File: src/rtl/modexp_datapath.sv
// Datapath for modular exponentiation (result = base^exp mod m), driven by the sequencing FSM strobes.
// Optional MODEXP_ERR_EN adds a sticky mod_err flag for a zero modulus.
module modexp_datapath #(
  parameter int W = 8,
  parameter int E = 8
) (
  input  logic         clk,
  input  logic         rst,
  input  logic         initialize,
  input  logic         en_multiply,
  input  logic         en_modulo,
  input  logic         done,
  input  logic [W-1:0] base_in,
  input  logic [E-1:0] exp_in,
  input  logic [W-1:0] mod_in,
  output logic         is_multiplication_done,
  output logic [W-1:0] result,
  output logic         result_valid
`ifdef MODEXP_ERR_EN
  ,
  output logic         mod_err
`endif
);

  localparam int PW = 2 * W;

  logic [W-1:0]  base_q, base_d;
  logic [W-1:0]  mod_q, mod_d;
  logic [W-1:0]  acc_q, acc_d;
  logic [PW-1:0] product_q, product_d;
  logic [E-1:0]  count_q, count_d;
  logic [W-1:0]  result_q, result_d;
  logic          result_valid_q, result_valid_d;
  logic          err_active;

`ifdef MODEXP_ERR_EN
  logic mod_err_q, mod_err_d;
  assign err_active = mod_err_q;
  assign mod_err    = mod_err_q;
`else
  assign err_active = 1'b0;
`endif

  assign is_multiplication_done = (count_q == '0);
  assign result                 = result_q;
  assign result_valid           = result_valid_q;

  // Strobes are mutually exclusive in practice; the if-chain fixes the priority anyway.
  always_comb begin
    base_d         = base_q;
    mod_d          = mod_q;
    acc_d          = acc_q;
    product_d      = product_q;
    count_d        = count_q;
    result_d       = result_q;
    result_valid_d = 1'b0;
`ifdef MODEXP_ERR_EN
    mod_err_d      = mod_err_q;
`endif
    if (initialize) begin
      base_d    = base_in;
      mod_d     = mod_in;
      count_d   = exp_in;
      product_d = '0;
      acc_d     = (mod_in == W'(1)) ? '0 : W'(1);
`ifdef MODEXP_ERR_EN
      mod_err_d = (mod_in == '0);
`endif
    end else if (en_multiply) begin
      if (count_q != '0) begin
        product_d = PW'(acc_q) * PW'(base_q);
        count_d   = count_q - E'(1);
      end
    end else if (en_modulo) begin
      if (!err_active) begin
        // Zero modulus means "no reduction": keep the low W bits of the product.
        if (mod_q != '0) begin
          acc_d = W'(product_q % PW'(mod_q));
        end else begin
          acc_d = product_q[W-1:0];
        end
      end
    end else if (done) begin
      result_d       = err_active ? '0 : acc_q;
      result_valid_d = 1'b1;
    end
  end

  always_ff @(posedge clk or posedge rst) begin
    if (rst) begin
      base_q         <= '0;
      mod_q          <= '0;
      acc_q          <= '0;
      product_q      <= '0;
      count_q        <= '0;
      result_q       <= '0;
      result_valid_q <= 1'b0;
`ifdef MODEXP_ERR_EN
      mod_err_q      <= 1'b0;
`endif
    end else begin
      base_q         <= base_d;
      mod_q          <= mod_d;
      acc_q          <= acc_d;
      product_q      <= product_d;
      count_q        <= count_d;
      result_q       <= result_d;
      result_valid_q <= result_valid_d;
`ifdef MODEXP_ERR_EN
      mod_err_q      <= mod_err_d;
`endif
    end
  end

endmodule

File: config.mk
export PLATFORM = sky130hd
export DESIGN_NAME = modexp_datapath
export DESIGN_NICKNAME = d
export VERILOG_FILES = /design/src/rtl/modexp_datapath.sv
export SDC_FILE = /design/constraint.sdc
export NUM_CORES = 1
export LEC_CHECK = 0
export ABC_AREA = 1
export ABC_CLOCK_PERIOD_IN_PS = 36100
export CAP_MARGIN = 5
export CORE_UTILIZATION = 60
export DETAILED_ROUTE_END_ITERATION = 10
export PLACE_DENSITY = 0.79
export SYNTH_ARGS = -nofsm -noshare
export SYNTH_HDL_FRONTEND = slang
export SYNTH_SLANG_ARGS = --single-unit
File: constraint.sdc
create_clock -name clk -period 36.1 [get_ports clk]
set_input_delay 7.22 -clock clk [delete_from_list [all_inputs] [get_ports clk]]
set_output_delay 7.22 -clock clk [all_outputs]
set_load 0.02 [all_outputs]
# == Word level (Yosys, flattened, before mapping) ==
# Index checks and enable logic that the tools add are counted.
# classes
n_mux,15
multipliers,1
n_eq_ne,2
n_div,1
n_reduce_logical,9
bitwise,3
add_sub_neg,1
# op_table
operator,n
8-bit two-way mux,7
16-bit two-way mux,3
16-bit by 8-bit remainder unit with 16-bit output,1
8-bit by 8-bit multiplier with 16-bit output,1
8-bit nonzero test,2
"8-bit by 1-bit == test with 1-bit output, second input constant",1
8-bit logical NOT,1
"8-bit by 1-bit subtractor with 8-bit output, second input constant",1
2-bit nonzero test,3
1-bit two-way mux,5
2-bit AND reduction,2
4-bit AND reduction,1
1-bit NOT,3
"2-bit != test, second input constant",1
# word_totals
output_inout_bits,10
register_bits,57

# == Longest topological paths before layout ==
# Gate-level depths: netlist of run 1.
# logic_depth
word_depth,5
mapped_depth,212
ltp_nobuf,204

# == Least setup slack after synthesis of run 1 ==
# Ideal clock, no wire load.
# synth_timing
path_kind,reg2reg
startpoint,register mod_q[0]
endpoint,register acc_q[2]
required_time_ns,35.983
period_less_slack_ns,26.175
setup_time_ns,0.117
t_arrival_ns,26.058
setup_slack_ns,9.925
path_buffers,10
stages_incl_launch_ff,201
path_cell_list,dfrtp_1 > inv_1 > ha_1 > o21ai_0 > o21bai_1 > nand2_1 > inv_1 > ha_1 > o21ai_0 > nand2_1 > nand2_2 > or2_1 > nand2_1 > inv_1 > ha_1 > nand2_1 > nand2_1 > nand2_2 > [165 not listed] > inv_2 > o21a_1 > inv_1 > ha_1 > nand2_1 > nor2_1 > a211oi_1 > o221ai_1 > a211o_1 > a21oi_1 > nand3_1 > nor2_2 > nand3_2 > buf_6 > a21oi_2 > o21ai_1 > nand2_1 > nand2_1
# synth_via
elab_chain_len,5
# synth_lines
item,line,rtl
from (decl),28,"logic [W-1:0] mod_q, mod_d;"
from (signal assigned),103,mod_q <= mod_d;
16-bit by 8-bit remainder unit with 16-bit output / 8-bit nonzero test (equally long branches),"78, 77",
8-bit two-way mux *,77,if (mod_q != '0) begin
8-bit two-way mux *,74,end else if (en_modulo) begin
8-bit two-way mux *,69,end else if (en_multiply) begin
8-bit two-way mux *,60,if (initialize) begin
to (signal assigned),93,acc_q <= '0;
to (signal assigned),104,acc_q <= acc_d;
to (decl),29,"logic [W-1:0] acc_q, acc_d;"
# Mark *: on every way between the ends. The rest lies on a longest branch, timed or not. The select of a mux whose other input is x is not followed.
# A chain may end at the register's enable or synchronous reset.

# == Worst setup path after layout of run 1 ==
# layout_timing
startpoint,register mod_q[0]
endpoint,register acc_q[5]
# Same word-level chain as after synthesis.

==> impl_metrics.csv, run 1 <==
group,metric,value,unit
finish,final_nets,1843,
sta,fmax,33.0,MHz
drt,vias_per_cell,5.40,
finish,diodes,0,
die,fp.dieArea,18200,um2
logic_synthesis,synthArstFlopShare,100,%
logic_synthesis,synth-seq-area-share,13.4,%
logic_synthesis,netlist_top_cells_area,"ha_1, nand2_1, dfrtp_1",
clocking,post-cts-setup-buffers,0,
critical_path,crit_arrival,30.55,ns
die,initial_core_util,61.4,%
sta,fin_worst_skew,0.00954,ns
global_route,grt_pass1_wl,43100,um
sta,whs,0.477,ns
sta,setup_viol,0,
clocking,cts_buffers,9,
logic_synthesis,synth_cells,1629,
global_route,overflow,0,
clocking,hold_buffers,0,
clocking,insertion_delay,0.34,ns
sta,tightest_slew,0.889,ns
global_route,grt_usage,29.1,%
drt,drc,0,
logic_synthesis,synth_top_area_share,16.4,%
logic_synthesis,ys_ff_latch,57,
die,design.core.area,17300,um2
logic_synthesis,yosys.area.top_type,"ha_1",
critical_path,critPathKind,"reg2reg",
critical_path,cp_common_cell,"nand2_1",
critical_path,crit_fanout,16,
critical_path,start_kind,"register",
drt,ant_nets,0,
die,die_y,135,um
global_route,grt_max_degree,58,
logic_synthesis,synth_fp_nets,1835,
logic_synthesis,yosysUniqueCellTypes,55,
min_path,hold_class,"reg2reg",
die,ios,40,
logic_synthesis,yosys_warnings,0,
global_route,grt_pass1_vias,9584,
finish,drive_gt1_share,7.25,%
drt,drtIter0Drc,620,
sta,tns,0,ns
finish,fill_cells,1555,
critical_path,crit_slowest_cell,"nor2_1",
sta,final_hold_viol_count,0,
clocking,path_clk_slew,0.05,ns
logic_synthesis,synth_edf_count,0,
drt,dr.pass1.iters,5,
sta,layout_min_cycle_time,30.33,ns
drt,wirelength,24800,um
sta,finalMaxSlewViolations,0,
sta,maxSlewHeadroom,40.3,%
die,fp.dieW,135,um
critical_path,cp_slowest_stage_delay,0.67,ns
logic_synthesis,synth_area,10600,um2
finish,syn2layout_area_growth,7.84,%
drt,wl_per_cell,13.3,um
clocking,clockBufferDepth,2,
outcome,status,"complete, no violations",
die,num_rows,48,
run,cap_violations,0,
sta,fin_crit_sh,84.0,%
logic_synthesis,syn_avg_cell_area,6.52,um2
sta,grt_setup_unrepaired,"false",
placed_design,place.gp.congestion,0.927,
critical_path,worst_setup_path_end_kind,"register",
logic_synthesis,synth_ff_type,"dfrtp_1",
clocking,htreeDepth,3,
critical_path,crit_required,36.32,ns
global_route,antenna_found_initial,0,
placed_design,portBuffers,39,
placed_design,hpwl,19900,um
clocking,cts_tree,"done",
clocking,cts_num_sinks,57,
clocking,cts_root_buf,"clkbuf_16",
finish,post-route-util,66.2,%
critical_path,r2r_setup_slack,5.77,ns
drt,via_count,10078,
clocking,cts_resized,0,
[worst max-delay path, delay by kind of cell, from the launching register on]
| kind | cells | cell delay [ns] |
|---|---|---|
| adders and majority gates | 16 | 5.02 |
| AOI/OAI and AO/OA | 55 | 9.39 |
| and+or+nand+nor | 96 | 12.53 |
| DFF | 1 | 0.43 |
| buffers and inverters | 23 | 2.82 |
[layout make-up]
cell class                 count  area (um2)  share of cell area (%)
clock buffer                  10         239                    2.09
inverter                     294        1100                    9.63
multi-input combinational   1232        7880                    68.8
clock inverter                 5         104                   0.906
tap                          225         282                    2.46
timing repair buffer          43         420                    3.67
sequential                    57        1430                    12.4
[cells in the mapped netlist, types with 9 or more instances]
master / instances
inv_1: 278
dfrtp_1: 57
nand2_2: 28
nand3_2: 25
a21oi_1: 41
nor2_1: 74
nand2_1: 459
inv_2: 12
nand4_1: 19
nand3_1: 105
fa_1: 37
o21ai_1: 26
o21ai_0: 87
nor2_4: 9
clkbuf_1: 37
xnor2_1: 21
xor2_1: 44
ha_1: 139
a21o_1: 17
o21bai_1: 9
[placed cells by master, fill, tap and decap left out, types with 26 or more instances in the layout]
cell type          n
clkdlybuf4s50_1   39
a21oi_1           41
o21ai_1           26
nor2_1            74
o21ai_0           87
fa_1              37
ha_1             139
nand3_1          105
dfrtp_1           57
nand2_1          459
xor2_1            44
inv_1            277
nand2_2           28
[routing by layer]
layer / up-vias / GRT usage (%) / routed length, um
li1: 5223 / - / -
met1: 4569 / 38.8 / 11600
met2: 249 / 49.9 / 11500
met3: 37 / 2.74 / 1210
met4: 0 / 8.43 / 478
met5: - / 0 / 0
[path summary, 6_finish.rpt]
check | end | cells after the start | startpoint
setup / recovery | acc_q[5] | 190 | mod_q[0]
hold / removal | result[5] | 2 | result[5]
setup reg to reg | acc_q[5] | 190 | mod_q[0]
hold reg to reg | result[5] | 2 | result[5]
max in group asynchronous | base_q[3] | 3 | rst
min in group asynchronous | mod_q[5] | 3 | rst
[stage by stage]
step                      setup slack (ns)  instances  cell area (um2)
after detailed placement              6.26       1851            11100
after CTS                             6.10       1866            11500
final                                 5.77       1866            11500
after global routing                  2.51       1866            11500
after global placement                7.28       1851            11100
after floorplan                       9.92       1629            10600
[registers in the layout, indices dropped and copies added (netlist names)]
name and flops:
base_q 8, result_valid 1, mod_q 8, product_q 16, acc_q 8, count_q 8, result 8
[cell families (layout without fill, tap and decap cells)]
group | count (synthesis) | count (layout) | share of synthesized area, %
AND/OR/NAND/NOR | 767 | 767 | 33.2
flip-flops | 57 | 57 | 13.4
adder cells (fa/ha/maj) | 176 | 176 | 23.3
AO/OA/AOI/OAI | 224 | 224 | 12.3
XOR/XNOR | 65 | 65 | 5.36
buffers and inverters | 340 | 352 | 12.4
Power of run 1 is left out: the tool's default activity adds up to more than one toggle a clock period on the data nets, which glitch-free logic cannot reach.
==> inputs of run 2 (changes only) <==
- ABC_CLOCK_PERIOD_IN_PS: 36100 -> 26600
- CORE_UTILIZATION: 60 -> 58
- clock period: 36.1 -> 26.6 ns (I/O delays scaled with it)
==> run 2 against run 1 <==
Against the previous run:
- die area grew 3.4%
- critical path depth grew 2
- via count grew 5.6%
- sequential share of layout area shrank 1.0 points
==> impl_metrics.csv, run 2 (synthesis gave the netlist of run 1 again) <==
group,metric,value,unit
critical_path,start_kind,"register",
drt,via_count,10642,
die,die_y,137,um
clocking,insertion_delay,0.33,ns
critical_path,crit_slowest_cell,"dfrtp_2",
clocking,cts_num_sinks,57,
die,design.core.area,18000,um2
drt,drtIter0Drc,655,
sta,layout_min_cycle_time,25.28,ns
global_route,antenna_found_initial,0,
finish,layout_commonest_cell,"nand2_1",
critical_path,crit_required,26.81,ns
die,fp.dieArea,18900,um2
clocking,hold_buffers,0,
sta,fin_crit_sh,95.0,%
drt,dr.pass1.iters,4,
clocking,cts_tree,"done",
finish,design_area,12500,um2
critical_path,critPathKind,"reg2reg",
finish,diodes,0,
finish,layout_common_cells,"nand2_1, inv_1, ha_1, nand3_1, o21ai_0",
sta,setup_viol,0,
drt,wl_per_cell,14.0,um
sta,tightest_slew,1.11,ns
sta,finalMaxSlewViolations,0,
drt,wirelength,27200,um
placed_design,place.gp.congestion,0.909,
min_path,hold_class,"reg2reg",
global_route,grt_usage,27.8,%
drt,vias_per_cell,5.49,
critical_path,crit_arrival,25.49,ns
placed_design,place_area,11200,um2
die,fp.dieW,137,um
clocking,htreeDepth,3,
finish,largest_register_ffs,16,
die,ios,40,
finish,drive_gt1_share,16.9,%
finish,syn2layout_area_growth,17.9,%
finish,fill_cells,1505,
clocking,cts_buffers,9,
finish,final_nets,1912,
sta,final_hold_viol_count,0,
die,num_rows,49,
critical_path,cp_slowest_stage_delay,0.44,ns
critical_path,crit_fanout,8,
sta,fin_worst_skew,0.00764,ns
sta,maxSlewHeadroom,25.3,%
global_route,grt_pass1_wl,42000,um
critical_path,cp_common_cell,"nand2_1",
sta,fmax,39.6,MHz
drt,drc,0,
clocking,cts_root_buf,"clkbuf_16",
global_route,grt_pass1_vias,9432,
global_route,grt_max_degree,58,
critical_path,worst_setup_path_end_kind,"register",
clocking,clockBufferDepth,2,
finish,regMostFlops,"product_q",
placed_design,portBuffers,39,
run,cap_violations,0,
global_route,overflow,0,
die,initial_core_util,59.1,%
outcome,status,"complete, no violations",
placed_design,hpwl,20100,um
clocking,path_clk_slew,0.05,ns
drt,ant_nets,0,
run 2: cell count changes in the layout (fill, tap and decap cells not counted), sizes merged:
| cell | delta |
|---|---|
| clkinv | +2 |
| bufinv | -3 |
| buf | +66 |
| nand3 | +1 |
| clkinvlp | +4 |
run 2: cell type report:
class                   count  area, um2  share of cell area [%]
repair buffers            109        940                    7.50
well taps                 229        287                    2.29
clock inverters             6       35.0                   0.280
multi-input cells        1233       8460                    67.5
inverters                 294       1140                    9.08
repair inverters            2       11.3                  0.0899
clock buffers              10        229                    1.83
flip-flops and latches     57       1430                    11.4
run 2: path summary, 6_finish.rpt:
kind / endpoint / slack (ns) / cells after the start / from
max in group asynchronous: product_q[15] / 20.57 / 3 / rst
max reg2reg: acc_q[1] / 1.32 / 192 / product_q[15]
max: acc_q[1] / 1.32 / 192 / product_q[15]
min in group asynchronous: mod_q[5] / 5.52 / 3 / rst
min: result[1] / 0.48 / 2 / result[1]
min reg2reg: result[1] / 0.48 / 2 / result[1]
run 2: what timing repair did:
item,in CTS,in global routing
gates cloned,0,5
setup buffers,3,48
pin swaps,2,64
setup endpoints to repair,8,8
resized for setup,15,145
run 2: layer usage:
| layer | vias up | track usage [%] | routed length (um) | part of all wire, % |
|---|---|---|---|---|
| met5 | - | 0 | 0 | 0 |
| li1 | 5366 | - | - | - |
| met4 | 0 | 7.69 | 558 | 2.1 |
| met3 | 45 | 2.21 | 1240 | 4.6 |
| met2 | 262 | 49.7 | 13400 | 49 |
| met1 | 4969 | 35.6 | 12000 | 44 |
run 2: per-stage QoR:
stage | hold WS (ns) | util (%) | setup slack, ns | cells | TNS, ns
floorplan | 0.469 | - | 0.425 | 1629 | 0
detailed placement | 0.466 | 62.5 | -0.899 | 1868 | -6.96
global placement | 0.464 | 62.5 | -0.337 | 1868 | -2.47
CTS | 0.486 | 64.4 | 0.0171 | 1887 | 0
global route | 0.518 | 69.7 | -0.514 | 1940 | -3.87
finish | 0.480 | 69.7 | 1.32 | 1940 | 0
run 2: critical path: cells and delay by family (launching register included):
kind                       cells  cell delay, ns
and+or+nand+nor               96            9.79
AOI/OAI and AO/OA             52            7.82
adders and majority gates     16            4.58
buffers and inverters         28            2.46
DFF                            1            0.44
Power of run 2 is left out for the same reason.
